`config.mk`:
```
export PLATFORM = sky130hd
export DESIGN_NAME = data_pipe_rr_arbiter_flat
export DESIGN_NICKNAME = d
export VERILOG_FILES = /design/src/rtl/data_pipe_rr_arbiter_pkg.sv /design/src/rtl/data_pipe_rr_arbiter_if.sv /design/src/rtl/data_pipe_rr_arbiter_pick.sv /design/src/rtl/data_pipe_rr_arbiter.sv /design/src/flat_wrapper.sv
export SDC_FILE = /design/constraint.sdc
export NUM_CORES = 1
export LEC_CHECK = 0
export CORE_AREA = 2 2 48 54
export CTS_CLUSTER_DIAMETER = 80
export CTS_CLUSTER_SIZE = 16
export DETAILED_ROUTE_END_ITERATION = 7
export DIE_AREA = 0 0 50 56
export PLACE_DENSITY = 0.85
export SKIP_LAST_GASP = 1
export SYNTH_ARGS = -nofsm -noshare
export SYNTH_HDL_FRONTEND = slang
export SYNTH_HIERARCHICAL = 1
export SYNTH_SLANG_ARGS = --single-unit
```
`constraint.sdc`:
```
create_clock -name clock -period 3.35 [get_ports clock]
set_input_delay 0.67 -clock clock [delete_from_list [all_inputs] [get_ports clock]]
set_output_delay 0.67 -clock clock [all_outputs]
set_load 0.02 [all_outputs]
```
`src/rtl/data_pipe_rr_arbiter_pkg.sv`:
```
// data_pipe_arb_pkg: shared state type, width helper and round-robin pick function for the arbiter
package data_pipe_arb_pkg;
  localparam int MAX_NUM = 16;
  typedef enum logic {IDLE, LOCKED} arb_state_t;
  function automatic int idw_f(input int n);
    return (n > 1) ? $clog2(n) : 1;
  endfunction
  function automatic logic [3:0] rr_pick(input logic [MAX_NUM-1:0] req, input logic [3:0] last, input int num);
    logic [3:0] idx;
    logic [3:0] r;
    r = '0;
    for (int k = MAX_NUM; k >= 1; k--) begin
      idx = 4'((int'(last) + k) % num);
      if (k <= num && req[idx]) r = idx;
    end
    return r;
  endfunction
endpackage

```
`src/rtl/data_pipe_rr_arbiter_if.sv`:
```
// data_pipe_rr_arbiter_if: requester bundle, pipe write port and grant status of the arbiter
interface data_pipe_rr_arbiter_if #(
  parameter int DSIZE = 4,
  parameter int NUM   = 4,
  parameter int IDW   = data_pipe_arb_pkg::idw_f(NUM)
);
  logic [NUM*DSIZE-1:0] in_data;
  logic [NUM-1:0]       in_vld;
  logic [NUM-1:0]       in_last;
  logic [NUM-1:0]       in_ready;
  logic [DSIZE-1:0]     out_data;
  logic                 out_vld;
  logic                 out_align_last;
  logic                 out_ready;
  logic [IDW-1:0]       gnt_id;
  logic                 gnt_busy;
`ifdef DATA_PIPE_ARB_WATCHDOG_EN
  logic                 wd_release;
  modport slave (
    input  in_data, in_vld, in_last, out_ready,
    output in_ready, out_data, out_vld, out_align_last, gnt_id, gnt_busy, wd_release
  );
  modport master (
    output in_data, in_vld, in_last, out_ready,
    input  in_ready, out_data, out_vld, out_align_last, gnt_id, gnt_busy, wd_release
  );
`else
  modport slave (
    input  in_data, in_vld, in_last, out_ready,
    output in_ready, out_data, out_vld, out_align_last, gnt_id, gnt_busy
  );
  modport master (
    output in_data, in_vld, in_last, out_ready,
    input  in_ready, out_data, out_vld, out_align_last, gnt_id, gnt_busy
  );
`endif
endinterface

```
`src/rtl/data_pipe_rr_arbiter_pick.sv`:
```
// data_pipe_rr_pick: combinational rotate-priority encoder, the first request after last wins
module data_pipe_rr_pick import data_pipe_arb_pkg::*; #(
  parameter int NUM = 4,
  parameter int IDW = idw_f(NUM)
) (
  input  logic [NUM-1:0] req_i,
  input  logic [IDW-1:0] last_i,
  output logic [IDW-1:0] idx_o,
  output logic           any_o
);
  // Widen to the helper's fixed widths and narrow the winning index back
  always_comb begin
    idx_o = IDW'(rr_pick(MAX_NUM'(req_i), 4'(last_i), NUM));
    any_o = |req_i;
  end
endmodule

```
`src/rtl/data_pipe_rr_arbiter.sv`:
```
// data_pipe_rr_arbiter: round-robin front end sharing one data_pipe_1ton write port among NUM requesters.
// A grant is locked for a packet (in_last) or MAX_BURST beats. Defining DATA_PIPE_ARB_WATCHDOG_EN
// adds a stall watchdog that drops a grant idle for TIMEOUT cycles and pulses wd_release.
module data_pipe_rr_arbiter import data_pipe_arb_pkg::*; #(
  parameter int DSIZE     = 4,
  parameter int NUM       = 4,
  parameter int MAX_BURST = 16,
  parameter int TIMEOUT   = 8
) (
  input logic                   clock,
  input logic                   rst_n,
  data_pipe_rr_arbiter_if.slave bus
);
  localparam int IDW = idw_f(NUM);
  arb_state_t     state_q;
  logic [IDW-1:0] gnt_q;
  logic [IDW-1:0] last_gnt_q;
  logic [IDW-1:0] pick_idx;
  logic [7:0]     beat_cnt_q;
  logic [7:0]     beat_cnt_d;
  logic           pick_any;
  logic           locked;
  logic           vld_g;
  logic           accept;
  logic           align_last;
  logic           rel;
  logic           wd_fire;
  data_pipe_rr_pick #(.NUM(NUM), .IDW(IDW)) u_pick (
    .req_i  (bus.in_vld),
    .last_i (last_gnt_q),
    .idx_o  (pick_idx),
    .any_o  (pick_any)
  );
  // Datapath mux, ready routing and release decision follow the locked grant combinationally
  always_comb begin
    locked             = state_q == LOCKED;
    vld_g              = locked & bus.in_vld[gnt_q];
    accept             = vld_g & bus.out_ready;
    align_last         = vld_g & (bus.in_last[gnt_q] | (beat_cnt_q == 8'(MAX_BURST - 1)));
    rel                = (accept & align_last) | wd_fire;
    beat_cnt_d         = rel ? 8'd0 : accept ? beat_cnt_q + 8'd1 : beat_cnt_q;
    bus.out_data       = locked ? bus.in_data[gnt_q*DSIZE +: DSIZE] : '0;
    bus.out_vld        = vld_g;
    bus.out_align_last = align_last;
    bus.in_ready       = locked ? NUM'(bus.out_ready) << gnt_q : '0;
    bus.gnt_id         = gnt_q;
    bus.gnt_busy       = locked;
  end
  // Grant FSM: arbitrate in IDLE (one bubble), hold the grant in LOCKED until release
  always_ff @(posedge clock or negedge rst_n) begin
    if (!rst_n) begin
      state_q    <= IDLE;
      last_gnt_q <= IDW'(NUM - 1);
      gnt_q      <= '0;
      beat_cnt_q <= '0;
    end else if (!locked) begin
      if (pick_any) begin
        state_q <= LOCKED;
        gnt_q   <= pick_idx;
      end
    end else begin
      beat_cnt_q <= beat_cnt_d;
      if (rel) begin
        state_q    <= IDLE;
        last_gnt_q <= gnt_q;
      end
    end
  end
`ifdef DATA_PIPE_ARB_WATCHDOG_EN
  localparam int SW = $clog2(TIMEOUT + 1);
  logic [SW-1:0] stall_q;
  logic [SW-1:0] stall_d;
  logic          wd_release_q;
  assign wd_fire = locked & ~bus.in_vld[gnt_q] & (stall_q == SW'(TIMEOUT - 1));
  assign stall_d = (!locked || bus.in_vld[gnt_q] || wd_fire) ? '0 : stall_q + 1'b1;
  assign bus.wd_release = wd_release_q;
  // Count consecutive idle cycles of the granted requester and pulse on forced release
  always_ff @(posedge clock or negedge rst_n) begin
    if (!rst_n) begin
      stall_q      <= '0;
      wd_release_q <= 1'b0;
    end else begin
      stall_q      <= stall_d;
      wd_release_q <= wd_fire;
    end
  end
`else
  assign wd_fire = 1'b0;
`endif
endmodule

```
`src/flat_wrapper.sv`:
```
// flat-port wrapper written by rule: the top's interface ports become plain ports
module data_pipe_rr_arbiter_flat import data_pipe_arb_pkg::*;
#(
  parameter int DSIZE     = 4,
  parameter int NUM       = 4,
  parameter int MAX_BURST = 16,
  parameter int TIMEOUT   = 8
)
  (clock, rst_n, bus_in_data, bus_in_vld, bus_in_last, bus_out_ready, bus_in_ready, bus_out_data, bus_out_vld, bus_out_align_last, bus_gnt_id, bus_gnt_busy);
  data_pipe_rr_arbiter_if #(.DSIZE(DSIZE), .NUM(NUM)) bus_i ();
  input logic clock;
  input logic rst_n;
  input wire logic [$bits(bus_i.in_data)-1:0] bus_in_data;
  input wire logic [$bits(bus_i.in_vld)-1:0] bus_in_vld;
  input wire logic [$bits(bus_i.in_last)-1:0] bus_in_last;
  input wire logic [$bits(bus_i.out_ready)-1:0] bus_out_ready;
  output wire logic [$bits(bus_i.in_ready)-1:0] bus_in_ready;
  output wire logic [$bits(bus_i.out_data)-1:0] bus_out_data;
  output wire logic [$bits(bus_i.out_vld)-1:0] bus_out_vld;
  output wire logic [$bits(bus_i.out_align_last)-1:0] bus_out_align_last;
  output wire logic [$bits(bus_i.gnt_id)-1:0] bus_gnt_id;
  output wire logic [$bits(bus_i.gnt_busy)-1:0] bus_gnt_busy;
  assign bus_i.in_data = bus_in_data;
  assign bus_i.in_vld = bus_in_vld;
  assign bus_i.in_last = bus_in_last;
  assign bus_i.out_ready = bus_out_ready;
  assign bus_in_ready = bus_i.in_ready;
  assign bus_out_data = bus_i.out_data;
  assign bus_out_vld = bus_i.out_vld;
  assign bus_out_align_last = bus_i.out_align_last;
  assign bus_gnt_id = bus_i.gnt_id;
  assign bus_gnt_busy = bus_i.gnt_busy;
  data_pipe_rr_arbiter #(.DSIZE(DSIZE), .NUM(NUM), .MAX_BURST(MAX_BURST), .TIMEOUT(TIMEOUT)) u_core (.clock(clock), .rst_n(rst_n), .bus(bus_i));
endmodule
```
==> metrics.md <==
| Metric | Value |
|---|---|
| Final WL | `2.44 mm` |
| Setup Skew | `8.97 ps` |
| Clock sink total | `13` |
| Post-Synthesis Cells | `98` |
| RSZ-0062 raised after global routing | `no` |
| Vias in the first global route | `921` |
| Final nets | `167` |
| Cell Rows | `18` |
| Crit path DAT | `2500 ps` |
| Yosys cell types | `38` |
| Top_reg_cell synth | `dfrtp_1` |
| Leak | `0.000568 uW` |
| Slew HR | `0.605` |
| Status | `finished, final reports clean` |
| Seq/Total Area, Yosys | `0.335` |
| Largest area contributor in the netlist | `dfrtp_1` |
| Worst skew pair latency | `270 ps` |
| Buffers & Inverters on Critical Path | `2` |
| Setup TNS | `0 ps` |
| Antenna viol nets, final | `0` |
| Number of buffers on the longest clock path | `2` |
| Total nets after synthesis | `126` |
| Core Util, Final | `0.634` |
| Worst setup SP type | `primary input` |
| CTS tree | `yes` |
| Initial Utilization | `0.439` |
| Synth area leaders | `dfrtp_1 (28%), mux4_2 (9.2%), dfstp_2 (5.4%)` |
| Area of the core | `2230 um^2` |
| Die H | `56 um` |
| Die ar. | `2800 um^2` |
| Port bufs | `39` |
| Slew @ Worst Pin | `591 ps` |
| Ant diodes | `0` |
| Reg2reg start | `u_core/bus.gnt_id[0]` |
| Worst path cell trace | `clkdlybuf4s50_1 -> mux4_2 -> and2_1 -> nor2b_1 -> clkdlybuf4s50_1` |
| Global-route wire length before repair | `4.01 mm` |
| Die Width | `50 um` |
| Total Routing Usage GR | `0.183` |
| Area growth syn-to-layout | `44.3%` |
| Register Area | `328 um^2` |
| Post-cts sizing count | `0` |
| VDD IR max | `0.509 mV` |
| Tcrit/Tclk final | `0.947` |
| CP max stage delay | `540 ps` |
| Number of antenna violations at the first check in global routing | `0` |
| Hold Buf Count CTS | `0` |
| Synth Area per Inst | `10.0 um^2` |
| First-pass iteration count of the detailed router | `4` |
| Fmax | `315 MHz` |
| Gr ovfl total | `0` |
| HP Class | `reg -> reg` |
| Synthesized flop and latch total | `13` |
| I/O pin total | `40` |
| Multi-input gate area | `617 um^2` |
| Via Count | `916` |
| Vias per cell | `5.45` |
| Top-area cell type share of the netlist area | `0.281` |
| Layout cells sized above 1 | `0.123` |
| Final setup fails | `0` |
| Hold WS | `561 ps` |
| CP top delay family | `buffers and inverters` |
| Synth Cell Area | `980 um^2` |
| Max Cap Viol | `0` |
| First-iteration detailed-routing DRC count | `20` |
| Reg2reg setup slack | `1150 ps` |
| CP max FO | `4` |
| Crit path launch | `bus_in_vld[0]` |
| Clock root buffer | `clkbuf_4` |
| Worst-path clk slew | `70 ps` |
| DP Wirelength | `1.85 mm` |
| Kind of critical path | `in -> out` |
| Crit end category | `output port` |
| Largest net degree at the start of global routing | `14` |
| TritonCTS buffer count | `3` |
| Postcts setup bufs | `0` |
| RePlAce Congestion | `0.847` |
| Layout fillers | `180` |
| Final hold viol count | `0` |
| Leading cell types in the layout, fill and taps excluded | `clkdlybuf4s50_1 (39), dfrtp_1 (11), nor2_1 (10)` |
| CP max-delay cell | `clkdlybuf4s50_1` |
| PwrDens | `746 nW/um^2` |
| Hold Path Origin | `u_core/beat_cnt_q[0]` |
| Post-DR wirelength/cell | `14.5 um` |
| Fin. max-slew vios | `0` |
| CP most frequent cell | `clkdlybuf4s50_1` |
| H-tree depth | `1` |
| Post-route DRC | `0` |
| YS warnings | `6` |
| Fin crit period | `3170 ps` |
| WP data required | `2680 ps` |
| EDFF count, synth | `0` |
| Fraction of registers with async set/reset | `1.00` |
| Most common cell after layout, fill and taps aside | `clkdlybuf4s50_1` |
[report_power, final]
part / internal [uW] / total [uW] / switching (uW)
clock network: 46.1 / 94.7 / 48.7
logic: 348 / 640 / 292
registers: 214 / 320 / 106
[kinds of logic (layout without fill, tap and decap cells)]
kind of cell,Yosys count,after routing,synth area share
fa+ha+maj,1,1,0.0128
simple gates,46,46,0.246
flops,13,13,0.335
compound gates,22,22,0.172
buf+inv,6,46,0.0358
mux,10,10,0.198
[Yosys cell counts, types with 2 or more instances]
| master | number |
|---|---|
| dfrtp_1 | 11 |
| nor2_1 | 10 |
| nand2_1 | 8 |
| nand3_1 | 6 |
| and2_1 | 5 |
| o21ai_1 | 5 |
| a22o_1 | 4 |
| mux4_2 | 4 |
| a21o_1 | 3 |
| nand2b_1 | 3 |
| nor3_1 | 3 |
| a21oi_1 | 2 |
| and2b_1 | 2 |
| and3_1 | 2 |
| dfstp_2 | 2 |
| inv_1 | 2 |
| mux2_4 | 2 |
| mux4_1 | 2 |
| nor2b_1 | 2 |
| o21ai_0 | 2 |
[metal layers]
layer	GRT usage	part of all wire	wire, um
met4	0.0476	0	0
met5	0	0	0
met1	0.210	0.42	1030
met3	0.0484	0.064	156
met2	0.329	0.51	1260
[sequential cells by signal (all words and copies together), names as in the netlist]
register / cells
u_core/beat_cnt_q: 8
u_core/bus.gnt_busy: 1
u_core/bus.gnt_id: 2
u_core/last_gnt_q: 2
[final cells by class]
type | count | share of cell area
multi-input combinational | 79 | 0.436
timing repair buffer | 40 | 0.281
tap | 30 | 0.0265
clock buffer | 4 | 0.0186
sequential | 13 | 0.232
inverter | 2 | 0.00531
[final timing paths]
check,to,depth (start not counted)
max,bus_out_align_last,5
min,u_core/beat_cnt_q[0],1
max reg2reg,u_core/beat_cnt_q[5],4
min reg2reg,u_core/beat_cnt_q[0],1
max in group asynchronous,u_core/beat_cnt_q[0],1
min in group asynchronous,u_core/beat_cnt_q[7],1
[worst reg2reg max path: cells and delay by family, from the launching register on]
kind / cells / cell delay [ps]
flip-flops: 1 / 570
multiplexers: 1 / 450
AND/OR/NAND/NOR: 1 / 390
AO/OA/AOI/OAI: 2 / 730
[through the flow]
step           cells  total power (uW)  setup slack (ps)  instance area [um^2]
3_3_place_gp     164               941               202                  1390
3_5_place_dp     164               957               173                  1390
2_1_floorplan     98               716              1080                   980
6_report         168              1050               179                  1410
5_1_grt          168              1130               109                  1410
4_1_cts          168              1060               170                  1410
No activity file was read; power rests on OpenSTA's default activity.
